## src/rtl/digit_match_pkg.sv

```systemverilog
// Shared constants, FSM state encoding and the stored digit templates used by
// the nearest-template digit matcher.
package digit_match_pkg;

    localparam int TMPL_W       = 11;
    localparam int TMPL_H       = 11;
    localparam int TMPL_PIX_W   = 8;
    localparam int TMPL_CLASSES = 10;
    localparam int NUM_PIX      = TMPL_W * TMPL_H;

    typedef enum logic [1:0] {
        LOAD   = 2'd0,
        SEARCH = 2'd1,
        DONE   = 2'd2
    } state_e;

    typedef logic [TMPL_CLASSES-1:0][NUM_PIX-1:0][TMPL_PIX_W-1:0] tmpl_arr_t;

    // One row per entry, bit TMPL_W-1 is the leftmost column; set bits are full-scale ink.
    localparam logic [TMPL_W-1:0] GLYPHS [TMPL_CLASSES][TMPL_H] = '{
        '{11'h000, 11'h1FC, 11'h104, 11'h104, 11'h104, 11'h104, 11'h104, 11'h104, 11'h104, 11'h1FC, 11'h000},
        '{11'h000, 11'h020, 11'h060, 11'h0A0, 11'h020, 11'h020, 11'h020, 11'h020, 11'h020, 11'h1FC, 11'h000},
        '{11'h000, 11'h1FC, 11'h004, 11'h004, 11'h004, 11'h1FC, 11'h100, 11'h100, 11'h100, 11'h1FC, 11'h000},
        '{11'h000, 11'h1FC, 11'h004, 11'h004, 11'h004, 11'h1FC, 11'h004, 11'h004, 11'h004, 11'h1FC, 11'h000},
        '{11'h000, 11'h104, 11'h104, 11'h104, 11'h104, 11'h1FC, 11'h004, 11'h004, 11'h004, 11'h004, 11'h000},
        '{11'h000, 11'h1FC, 11'h100, 11'h100, 11'h100, 11'h1FC, 11'h004, 11'h004, 11'h004, 11'h1FC, 11'h000},
        '{11'h000, 11'h1FC, 11'h100, 11'h100, 11'h100, 11'h1FC, 11'h104, 11'h104, 11'h104, 11'h1FC, 11'h000},
        '{11'h000, 11'h1FC, 11'h004, 11'h008, 11'h010, 11'h020, 11'h040, 11'h040, 11'h040, 11'h040, 11'h000},
        '{11'h000, 11'h1FC, 11'h104, 11'h104, 11'h104, 11'h1FC, 11'h104, 11'h104, 11'h104, 11'h1FC, 11'h000},
        '{11'h000, 11'h1FC, 11'h104, 11'h104, 11'h104, 11'h1FC, 11'h004, 11'h004, 11'h004, 11'h1FC, 11'h000}
    };

    function automatic tmpl_arr_t build_templates();
        tmpl_arr_t t;
        t = '0;
        for (int c = 0; c < TMPL_CLASSES; c++)
            for (int r = 0; r < TMPL_H; r++)
                for (int x = 0; x < TMPL_W; x++)
                    t[c][r*TMPL_W + x] = {TMPL_PIX_W{GLYPHS[c][r][TMPL_W-1-x]}};
        return t;
    endfunction

    localparam tmpl_arr_t TEMPLATES = build_templates();

endpackage

```

## src/rtl/digit_matcher_stream_if.sv

```systemverilog
// Pixel input stream and classification result handshake of the digit matcher.
interface digit_matcher_stream_if #(
    parameter int PIX_W = 8,
    parameter int ACC_W = 23,
    parameter int CLS_W = 4
);
    logic             in_valid;
    logic             in_ready;
    logic             in_sof;
    logic [PIX_W-1:0] in_pix;
    logic             out_valid;
    logic             out_ready;
    logic [CLS_W-1:0] out_class;
    logic [ACC_W-1:0] out_dist;
    logic [ACC_W-1:0] out_margin;

    modport master (
        output in_valid, in_sof, in_pix, out_ready,
        input  in_ready, out_valid, out_class, out_dist, out_margin
    );

    modport slave (
        input  in_valid, in_sof, in_pix, out_ready,
        output in_ready, out_valid, out_class, out_dist, out_margin
    );
endinterface

```

## src/rtl/digit_template_rom.sv

```systemverilog
// Combinational template lookup: every class's sample for one pixel position.
module digit_template_rom
    import digit_match_pkg::*;
#(
    parameter int NUM_CLASSES = TMPL_CLASSES,
    parameter int NUM_PIX     = digit_match_pkg::NUM_PIX,
    parameter int PIX_W       = TMPL_PIX_W,
    parameter int IDX_W       = $clog2(NUM_PIX),
    parameter logic [NUM_CLASSES-1:0][NUM_PIX-1:0][PIX_W-1:0] TMPL = TEMPLATES
) (
    input  logic [IDX_W-1:0]                  pix_idx,
    output logic [NUM_CLASSES-1:0][PIX_W-1:0] samples
);
    always_comb begin
        samples = '0;
        if (int'(pix_idx) < NUM_PIX)
            for (int c = 0; c < NUM_CLASSES; c++)
                samples[c] = TMPL[c][pix_idx];
    end
endmodule

```

## src/rtl/digit_matcher_stream.sv

```systemverilog
// Streaming nearest-template digit classifier: parallel squared-difference
// accumulation per class, then a serial best/runner-up scan over the totals.
module digit_matcher_stream
    import digit_match_pkg::*;
#(
    parameter int IMG_W       = TMPL_W,
    parameter int IMG_H       = TMPL_H,
    parameter int PIX_W       = TMPL_PIX_W,
    parameter int NUM_CLASSES = TMPL_CLASSES,
    parameter int ACC_W       = 2*PIX_W + $clog2(IMG_W*IMG_H),
    parameter logic [NUM_CLASSES-1:0][IMG_W*IMG_H-1:0][PIX_W-1:0] TMPL = TEMPLATES
) (
    input  logic clk,
    input  logic reset,
    digit_matcher_stream_if.slave s
);
    localparam int NPIX  = IMG_W * IMG_H;
    localparam int IDX_W = $clog2(NPIX);
    localparam int CLS_W = (NUM_CLASSES > 1) ? $clog2(NUM_CLASSES) : 1;
    localparam int SQ_W  = 2 * PIX_W;

    localparam logic [1:0] ST_LOAD   = LOAD;
    localparam logic [1:0] ST_SEARCH = SEARCH;
    localparam logic [1:0] ST_DONE   = DONE;

    function automatic logic [SQ_W-1:0] sq_diff(input logic [PIX_W-1:0] a,
                                                input logic [PIX_W-1:0] b);
        logic signed [PIX_W:0]     d;
        logic signed [2*PIX_W+1:0] dx;
        logic signed [2*PIX_W+1:0] p;
        d  = $signed({1'b0, a}) - $signed({1'b0, b});
        dx = (2*PIX_W+2)'(d);
        p  = dx * dx;
        return p[SQ_W-1:0];
    endfunction

    logic [1:0]                     state;
    logic [IDX_W-1:0]               pix_idx;
    logic [IDX_W-1:0]               rd_idx;
    logic [CLS_W-1:0]               scan_idx;
    logic [CLS_W-1:0]               best_idx;
    logic [ACC_W-1:0]               acc [NUM_CLASSES];
    logic [ACC_W-1:0]               best;
    logic [ACC_W-1:0]               second;
    logic [ACC_W-1:0]               cur;
    logic [ACC_W-1:0]               best_n;
    logic [ACC_W-1:0]               second_n;
    logic [CLS_W-1:0]               idx_n;
    logic                           lt_best;
    logic                           lt_second;
    logic [NUM_CLASSES-1:0][PIX_W-1:0] samples;
    logic                           accept;
    logic                           sof;
    logic                           last_pix;
    logic                           scan_last;
    logic [CLS_W-1:0]               out_class_q;
    logic [ACC_W-1:0]               out_dist_q;
    logic [ACC_W-1:0]               out_margin_q;

    assign accept    = s.in_valid && (state == ST_LOAD);
    assign sof       = accept && s.in_sof;
    // A start-of-frame beat is always pixel 0, whatever the running index says.
    assign rd_idx    = s.in_sof ? '0 : pix_idx;
    assign last_pix  = (rd_idx == IDX_W'(NPIX - 1));
    assign scan_last = (scan_idx == CLS_W'(NUM_CLASSES - 1));

    digit_template_rom #(
        .NUM_CLASSES (NUM_CLASSES),
        .NUM_PIX     (NPIX),
        .PIX_W       (PIX_W),
        .IDX_W       (IDX_W),
        .TMPL        (TMPL)
    ) u_rom (
        .pix_idx (rd_idx),
        .samples (samples)
    );

    always_comb begin
        cur = '0;
        for (int c = 0; c < NUM_CLASSES; c++)
            if (scan_idx == CLS_W'(c)) cur = acc[c];
    end

    // Strict compares keep the lowest index on ties and drop the tie into second.
    assign lt_best   = (cur < best);
    assign lt_second = (cur < second);
    assign best_n    = lt_best ? cur : best;
    assign second_n  = lt_best ? best : (lt_second ? cur : second);
    assign idx_n     = lt_best ? scan_idx : best_idx;

    always_ff @(posedge clk or posedge reset) begin
        if (reset) begin
            state        <= ST_LOAD;
            pix_idx      <= '0;
            scan_idx     <= '0;
            best_idx     <= '0;
            best         <= '1;
            second       <= '1;
            out_class_q  <= '0;
            out_dist_q   <= '0;
            out_margin_q <= '0;
            for (int c = 0; c < NUM_CLASSES; c++) acc[c] <= '0;
        end else begin
            case (state)
                ST_LOAD: begin
                    if (accept) begin
                        for (int c = 0; c < NUM_CLASSES; c++)
                            acc[c] <= (sof ? '0 : acc[c]) + ACC_W'(sq_diff(s.in_pix, samples[c]));
                        pix_idx <= last_pix ? '0 : rd_idx + IDX_W'(1);
                        if (last_pix) begin
                            state    <= ST_SEARCH;
                            scan_idx <= '0;
                            best_idx <= '0;
                            best     <= '1;
                            second   <= '1;
                        end
                    end
                end
                ST_SEARCH: begin
                    best     <= best_n;
                    second   <= second_n;
                    best_idx <= idx_n;
                    scan_idx <= scan_idx + CLS_W'(1);
                    if (scan_last) begin
                        state        <= ST_DONE;
                        out_class_q  <= idx_n;
                        out_dist_q   <= best_n;
                        out_margin_q <= second_n - best_n;
                    end
                end
                ST_DONE: begin
                    if (s.out_ready) begin
                        state   <= ST_LOAD;
                        pix_idx <= '0;
                        for (int c = 0; c < NUM_CLASSES; c++) acc[c] <= '0;
                    end
                end
                default: state <= ST_LOAD;
            endcase
        end
    end

    assign s.in_ready   = (state == ST_LOAD);
    assign s.out_valid  = (state == ST_DONE);
    assign s.out_class  = out_class_q;
    assign s.out_dist   = out_dist_q;
    assign s.out_margin = out_margin_q;

endmodule

```

## src/flat_wrapper.sv

```systemverilog
// flat-port wrapper written by rule: the top's interface ports become plain ports
module digit_matcher_stream_flat import digit_match_pkg::*;
#(
    parameter int IMG_W       = TMPL_W,
    parameter int IMG_H       = TMPL_H,
    parameter int PIX_W       = TMPL_PIX_W,
    parameter int NUM_CLASSES = TMPL_CLASSES,
    parameter int ACC_W       = 2*PIX_W + $clog2(IMG_W*IMG_H),
    parameter logic [NUM_CLASSES-1:0][IMG_W*IMG_H-1:0][PIX_W-1:0] TMPL = TEMPLATES
)
  (clk, reset, s_in_valid, s_in_sof, s_in_pix, s_out_ready, s_in_ready, s_out_valid, s_out_class, s_out_dist, s_out_margin);
  digit_matcher_stream_if #(.PIX_W(PIX_W), .ACC_W(ACC_W), .CLS_W(($clog2(TMPL_CLASSES)))) s_i ();
  input  logic clk;
  input  logic reset;
  input wire logic [$bits(s_i.in_valid)-1:0] s_in_valid;
  input wire logic [$bits(s_i.in_sof)-1:0] s_in_sof;
  input wire logic [$bits(s_i.in_pix)-1:0] s_in_pix;
  input wire logic [$bits(s_i.out_ready)-1:0] s_out_ready;
  output wire logic [$bits(s_i.in_ready)-1:0] s_in_ready;
  output wire logic [$bits(s_i.out_valid)-1:0] s_out_valid;
  output wire logic [$bits(s_i.out_class)-1:0] s_out_class;
  output wire logic [$bits(s_i.out_dist)-1:0] s_out_dist;
  output wire logic [$bits(s_i.out_margin)-1:0] s_out_margin;
  assign s_i.in_valid = s_in_valid;
  assign s_i.in_sof = s_in_sof;
  assign s_i.in_pix = s_in_pix;
  assign s_i.out_ready = s_out_ready;
  assign s_in_ready = s_i.in_ready;
  assign s_out_valid = s_i.out_valid;
  assign s_out_class = s_i.out_class;
  assign s_out_dist = s_i.out_dist;
  assign s_out_margin = s_i.out_margin;
  digit_matcher_stream #(.IMG_W(IMG_W), .IMG_H(IMG_H), .PIX_W(PIX_W), .NUM_CLASSES(NUM_CLASSES), .ACC_W(ACC_W), .TMPL(TMPL)) u_core (.clk(clk), .reset(reset), .s(s_i));
endmodule
```

## config.mk

```make
export PLATFORM = sky130hd
export DESIGN_NAME = digit_matcher_stream_flat
export DESIGN_NICKNAME = d
export VERILOG_FILES = /design/src/rtl/digit_match_pkg.sv /design/src/rtl/digit_matcher_stream_if.sv /design/src/rtl/digit_template_rom.sv /design/src/rtl/digit_matcher_stream.sv /design/src/flat_wrapper.sv
export SDC_FILE = /design/constraint.sdc
export NUM_CORES = 2
export LEC_CHECK = 0
export CORE_MARGIN = 4
export CORE_UTILIZATION = 50
export DETAILED_ROUTE_END_ITERATION = 12
export GPL_TIMING_DRIVEN = 0
export PLACE_DENSITY = 0.68
export SLEW_MARGIN = 10
export SYNTH_ARGS = -nofsm -noshare
export SYNTH_HDL_FRONTEND = slang
export SYNTH_SLANG_ARGS = --single-unit
```

## constraint.sdc

```tcl
create_clock -name clk -period 11.95 [get_ports clk]
set_input_delay 2.39 -clock clk [delete_from_list [all_inputs] [get_ports clk]]
set_output_delay 2.39 -clock clk [all_outputs]
set_load 0.02 [all_outputs]
```

### Word-level counts from Yosys, hierarchy flattened

Memory sizes are Yosys's and may differ from the RTL's.
Index checks and enable logic that the tools add are counted.

| operators by class | value |
|---|---|
| add/subtract/negate cells | 23 |
| multipliers | 10 |
| $lt $le $gt $ge | 4 |
| equality and inequality tests | 16 |
| muxes and demuxes | 56 |
| reductions and logical operators | 10 |

Operator list:

| kind | number |
|---|---|
| 23-bit two-way mux | 25 |
| 230-bit two-way mux | 2 |
| 230-bit case mux with 2 select lines | 1 |
| 23-bit by 16-bit adder with 23-bit output | 10 |
| 9-bit by 9-bit multiplier with 16-bit output | 10 |
| 23-bit case mux with 2 select lines | 2 |
| 8-bit by 8-bit subtractor with 9-bit output | 10 |
| 8-bit two-way mux | 10 |
| 80-bit two-way mux | 1 |
| 23-bit < comparator | 2 |
| 7-bit two-way mux | 4 |
| 23-bit subtractor | 1 |
| 4-bit by 3-bit == test with 1-bit output, second input constant | 4 |
| 4-bit case mux with 2 select lines | 2 |
| 7-bit case mux with 2 select lines | 1 |
| 4-bit two-way mux | 3 |
| 4-bit by 2-bit == test with 1-bit output, second input constant | 2 |
| 4-bit == test, second input constant | 2 |
| 7-bit by 8-bit < comparator with 1-bit output, second input constant | 1 |
| 2-bit two-way mux | 4 |
| 7-bit by 1-bit adder with 7-bit output, second input constant | 1 |
| 7-bit == test, second input constant | 1 |
| 7-bit < comparator, second input constant | 1 |
| 2-bit by 1-bit != test with 1-bit output, second input constant | 3 |
| 13 further kinds | 16 |

| storage, ports and cells | value |
|---|---|
| register bits | 343 |
| bits in read-only memories | 10,240 |
| bits of input ports | 13 |
| output and inout bits | 52 |
| logic and storage cells | 148 |
| memories kept | 10 |

Memory list:

| name | words | bits a word | read ports | clocked after Yosys merged registers in | wr ports | RTL line | text |
|---|---|---|---|---|---|---|---|
| (name not given) | 128 | 8 | 1 | 0 | 0 | digit_template_rom.sv:18 | `samples[c] = TMPL[c][pix_idx];` |
| (name not given) | 128 | 8 | 1 | 0 | 0 | digit_template_rom.sv:18 |  |
| (name not given) | 128 | 8 | 1 | 0 | 0 | digit_template_rom.sv:18 |  |
| (name not given) | 128 | 8 | 1 | 0 | 0 | digit_template_rom.sv:18 |  |
| (name not given) | 128 | 8 | 1 | 0 | 0 | digit_template_rom.sv:18 |  |
| (name not given) | 128 | 8 | 1 | 0 | 0 | digit_template_rom.sv:18 |  |
| +4 memories | -- | -- | -- | -- | -- | -- |  |

### Depth between registers and ports, before layout

| depth | value |
|---|---|
| depth in word-level cells | 15 |
| mapped depth | 50 |
| depth with buffers taken out | 50 |

### Hierarchy

A second synthesis with hierarchy kept.

| second synthesis, totals | value |
|---|---|
| cell total of the unflattened synthesis | 6,271 |
| area, all modules | 52,945.8 um2 |

By module, submodules not included:

| module | instances | cells an instance | area each (um2) | seq. area each (um2) |
|---|---|---|---|---|
| digit_matcher_stream | 1 | 6,070 | 51,564.5 | 8,640.8 |
| digit_template_rom | 1 | 201 | 1,381.3 | 0.0 |

### Worst setup path after synthesis

Ideal clock, no wire load.

| path | value |
|---|---|
| kind | input to register |
| start | input s_in_sof |
| end | register u_core.acc[205] (netlist name) |
| library setup time | 0.069 ns |
| data arrival time | 11.490 ns |
| required time | 11.881 ns |
| path slack | 0.391 ns |
| stages | 45 |
| path buffers | 2 |
| path through | clkbuf_1 -> nand2b_1 -> inv_1 -> ha_1 -> a211oi_1 -> o32ai_1 -> o21ai_0 -> ha_1 -> nor2b_1 -> o21ai_0 -> a21boi_0 -> o21ai_0 -> a21boi_0 -> o21a_1 -> or3_1 -> and2_1 -> clkbuf_1 -> nand2_1 -> [9 not listed] -> inv_1 -> ha_1 -> a21oi_1 -> o21bai_1 -> a21oi_1 -> nor2b_1 -> o21a_1 -> o21ai_0 -> nand2b_1 -> a21oi_1 -> xnor2_1 -> ha_1 -> nand3_1 -> nand2_1 -> a41o_1 -> nand4_2 -> or4_1 -> nand3_1 |

| between the ends | value |
|---|---|
| longest elaborated chain between the ends | 9 |
| elaborated cells on any way between the ends | 12 |
| classes of those cells | 2 x add/sub; 1 x mul; 1 x order compare; 6 x mux; 1 x reduce/logical; 1 x memory |

Ends and longest elaborated chain:

| what | RTL line | text |
|---|---|---|
| start, declared | flat_wrapper.sv:16 | `input wire logic [$bits(s_i.in_sof)-1:0] s_in_sof;` |
| 7-bit two-way mux | digit_matcher_stream.sv:63 | `assign rd_idx = s.in_sof ? '0 : pix_idx;` |
| memory read 128 x 8 bit | -- |  |
| 8-bit two-way mux (implied by the code) | digit_template_rom.sv:18 |  |
| 80-bit two-way mux | digit_template_rom.sv:16 | `if (int'(pix_idx) < NUM_PIX)` |
| 8-bit by 8-bit subtractor with 9-bit output | digit_matcher_stream.sv:31 | `d = $signed({1'b0, a}) - $signed({1'b0, b});` |
| 9-bit by 9-bit multiplier with 16-bit output | digit_matcher_stream.sv:33 | `p = dx * dx;` |
| 23-bit by 16-bit adder with 23-bit output * | digit_matcher_stream.sv:108 | `acc[c] <= (sof ? '0 : acc[c]) + ACC_W'(sq_diff(s.in_pix, samples[c]));` |
| 230-bit two-way mux * | digit_matcher_stream.sv:106 | `if (accept) begin` |
| 230-bit case mux with 2 select lines * | digit_matcher_stream.sv:104 | `case (state)` |
| end signal, assigned by index | digit_matcher_stream.sv:108 |  |
| end, declared | digit_matcher_stream.sv:42 | `logic [ACC_W-1:0] acc [NUM_CLASSES];` |

Every way passes the cells marked *; elsewhere a longest branch is shown, timed or not. The select of a mux whose other input is x is not followed.
A chain may end at the register's enable or synchronous reset.

### Worst setup path in the final report

| path | value |
|---|---|
| start | input s_in_sof |
| end | register u_core.acc[114] (netlist name) |

The elaborated chain is that of the path after synthesis.

==> out/qor.txt <==
CP startpoint kind = primary input
FF/Latch Area = 8640 sq um
crit path kind = primary input to register
NumNets Final = 7424
Root Buffer Master = clkbuf_16
max_cap viols = 0
cell area after synthesis = 51900 sq um
Detailed Route Iter0 Violations = 3440
part of the cycle the worst path needs = 96.5%
GP Congestion = 0.948
Post-synth top flop = dfrtp_1
crit path capture type = register
final core utilization = 55.7%
initial antenna violation count = 1
Clk pin slew, worst setup/hold paths = 0.06 ns
area grow syn2layout = 9.85%
largest net degree at the start of global routing = 113
Mapped Avg Cell Area = 8.54 sq um
cell count of the worst reg-to-reg path = 49
top cell type's share of synthesized area = 19.7%
CTS tree = done
setup violators final = 0
Distinct cells, synth = 93
Fin Clk Skew = 0.0199 ns
Die H = 330 um
clk buf depth = 3
DR WL/cell = 18.9 um
fillers = 9343
Die W = 330 um
Multi-input gate area = 39800 sq um
core area = 102000 sq um
status = finished, final reports clean
Num Clock Sinks = 343
Hold Path Class = register to register
first-pass GRT wire length = 231 mm
CP max stage cell = fa_1
Crit path largest cell delay = 0.50 ns
Initial Util = 50.7%
top post-synthesis cells by area = fa_1 20%, ha_1 16%, dfrtp_1 14%
Max-slew headroom = 10.2%
HP Start = u_core.s.out_margin[11]
synthesized instance count = 6078
share of layout cells above drive strength 1 = 6.90%
die footprint = 109000 sq um
DR vias = 43500
cell with the most instances after synthesis = inv_1
Reg2Reg Setup Slack = 1.87 ns
hold depth = 2
vias in the first global route = 43000
number of H-tree levels = 2
number of port buffers = 64
Reg2Reg Capture Point = u_core.acc[90]
Post-synth EDFFs = 0
total track usage = 26.4%
TritonRoute pass-1 iters = 6
warnings from Yosys = 0
Period minus WS final = 11.54 ns
register area share after synthesis = 16.6%
Hold Path End = u_core.s.out_margin[11]
n_diodes = 0
worst r2r src = u_core.pix_idx[0]
I/O Pins = 65
worst-path maximum fanout = 10
WP data required = 12.47 ns
Synth Register Bits = 343
DRC Markers = 0
Clock Latency Late Sink = 0.58 ns
WP data arrival = 12.06 ns
Synth area leader = fa_1
total CTS buffers = 41
Max Freq = 86.7 MHz
row count = 117
Tightest Pin Transition = 1.35 ns
Antenna Nets Post-Route = 0
DP HPWL = 115 mm
via density per instance = 5.69
Post-Route WL = 145 mm
Syn Nets = 7257
Slew Limit Fails = 0
Post-synth ARST share = 100%
Post-synth top cells = 912 x inv_1, 654 x ha_1, 643 x nand2_1
endpoints failing hold = 0
GR Overflow Total = 0
[kinds of logic (layout without fill, tap and decap cells)]
logic type                 after synthesis  after routing  synth area share, %
and+or+nand+nor                       1635           1635                 14.7
AOI/OAI and AO/OA                     1344           1344                 16.7
adders and majority gates             1166           1166                 35.5
buffers and inverters                 1119           1317                 8.22
xor gates and xnor gates               386            386                 6.51
DFF                                    343            343                 16.6
muxes                                   85             85                 1.67
[critical path: cells and delay by family]
| kind | cells | cell delay, ns |
|---|---|---|
| AO/OA/AOI/OAI | 17 | 3.16 |
| XOR/XNOR | 1 | 0.20 |
| adder cells (fa/ha/maj) | 9 | 3.55 |
| buffers and inverters | 9 | 0.77 |
| multiplexers | 1 | 0.27 |
| AND/OR/NAND/NOR | 10 | 1.69 |
[area by class of cell]
type                       instances  share of cell area (%)
clock inverter                    10                   0.279
tap                             1368                    3.00
multi-input combinational       4616                    69.7
buffer                           186                    1.37
timing repair buffer             134                    2.21
clock buffer                      64                    2.17
sequential                       343                    15.2
inverter                         923                    6.12
[per-layer routing]
metal	track usage (%)	vias up	share of wire, %
met5	0	-	0
met4	7.96	0	3.3
met3	3.14	258	7.0
met2	42.5	1404	45
met1	37.6	21300	44
li1	-	20500	-
[layout by cell type, fill, tap and decap left out, drive strengths merged, types with 54 or more instances in the layout]
cell           netlist  routed
nor2b               60      60
and2               228     228
nand2              643     643
o21ai              401     401
o21a                54      54
mux2i               70      70
nand2b              62      62
fa                 512     512
nor2               366     366
o21bai              59      59
xor2                95      95
a22o                57      57
nand3               80      80
inv                912     909
a21o               102     102
xnor2              291     291
clkdlybuf4s50        0      56
clkbuf             171     224
a21oi              316     316
buf                 25     104
ha                 654     654
dfrtp              297     297
[flip-flops by register name (all words and copies together) (netlist names)]
name,cells
u_core.s.out_margin,23
u_core.s.out_class,4
u_core.second,23
u_core.acc,230
u_core.state,2
u_core.s.out_dist,23
u_core.scan_idx,4
u_core.best,23
u_core.best_idx,4
u_core.pix_idx,7
[timing repair]
item                                    CTS  global route
setup buffers                             6            59
endpoints found under the setup margin  118            88
gates resized for setup                  50           173
pin swaps                                 6            40
hold buffers                              0             0
[through the flow]
stage	cell area [sq um]	setup WS [ns]	instances	hold WS, ns	TNS, ns
6_report	57000	0.414	7644	0.473	0
5_1_grt	57000	-0.104	7644	0.497	-0.469
4_1_cts	56000	-0.0774	7594	0.482	-0.323
3_5_place_dp	54400	-2.48	7515	0.469	-184.99
3_3_place_gp	54300	-4.76	7510	0.460	-1621.55
2_1_floorplan	51900	0.128	6078	0.448	0
[worst max-delay path by stage]
stage,from,endpoint,slack [ns],cells past startpoint
after floorplan,reset,u_core.acc[0],0.13,1
after global placement,reset,u_core.acc[7],-4.76,2
after detailed placement,s_in_sof,u_core.acc[22],-2.48,46
after CTS,s_in_sof,u_core.acc[109],-0.08,50
after global routing,s_in_sof,u_core.acc[205],-0.10,48
final,s_in_sof,u_core.acc[114],0.41,47
Power is not shown: default switching activity piles up to over one toggle a cycle in this logic, so the estimate is an artifact.
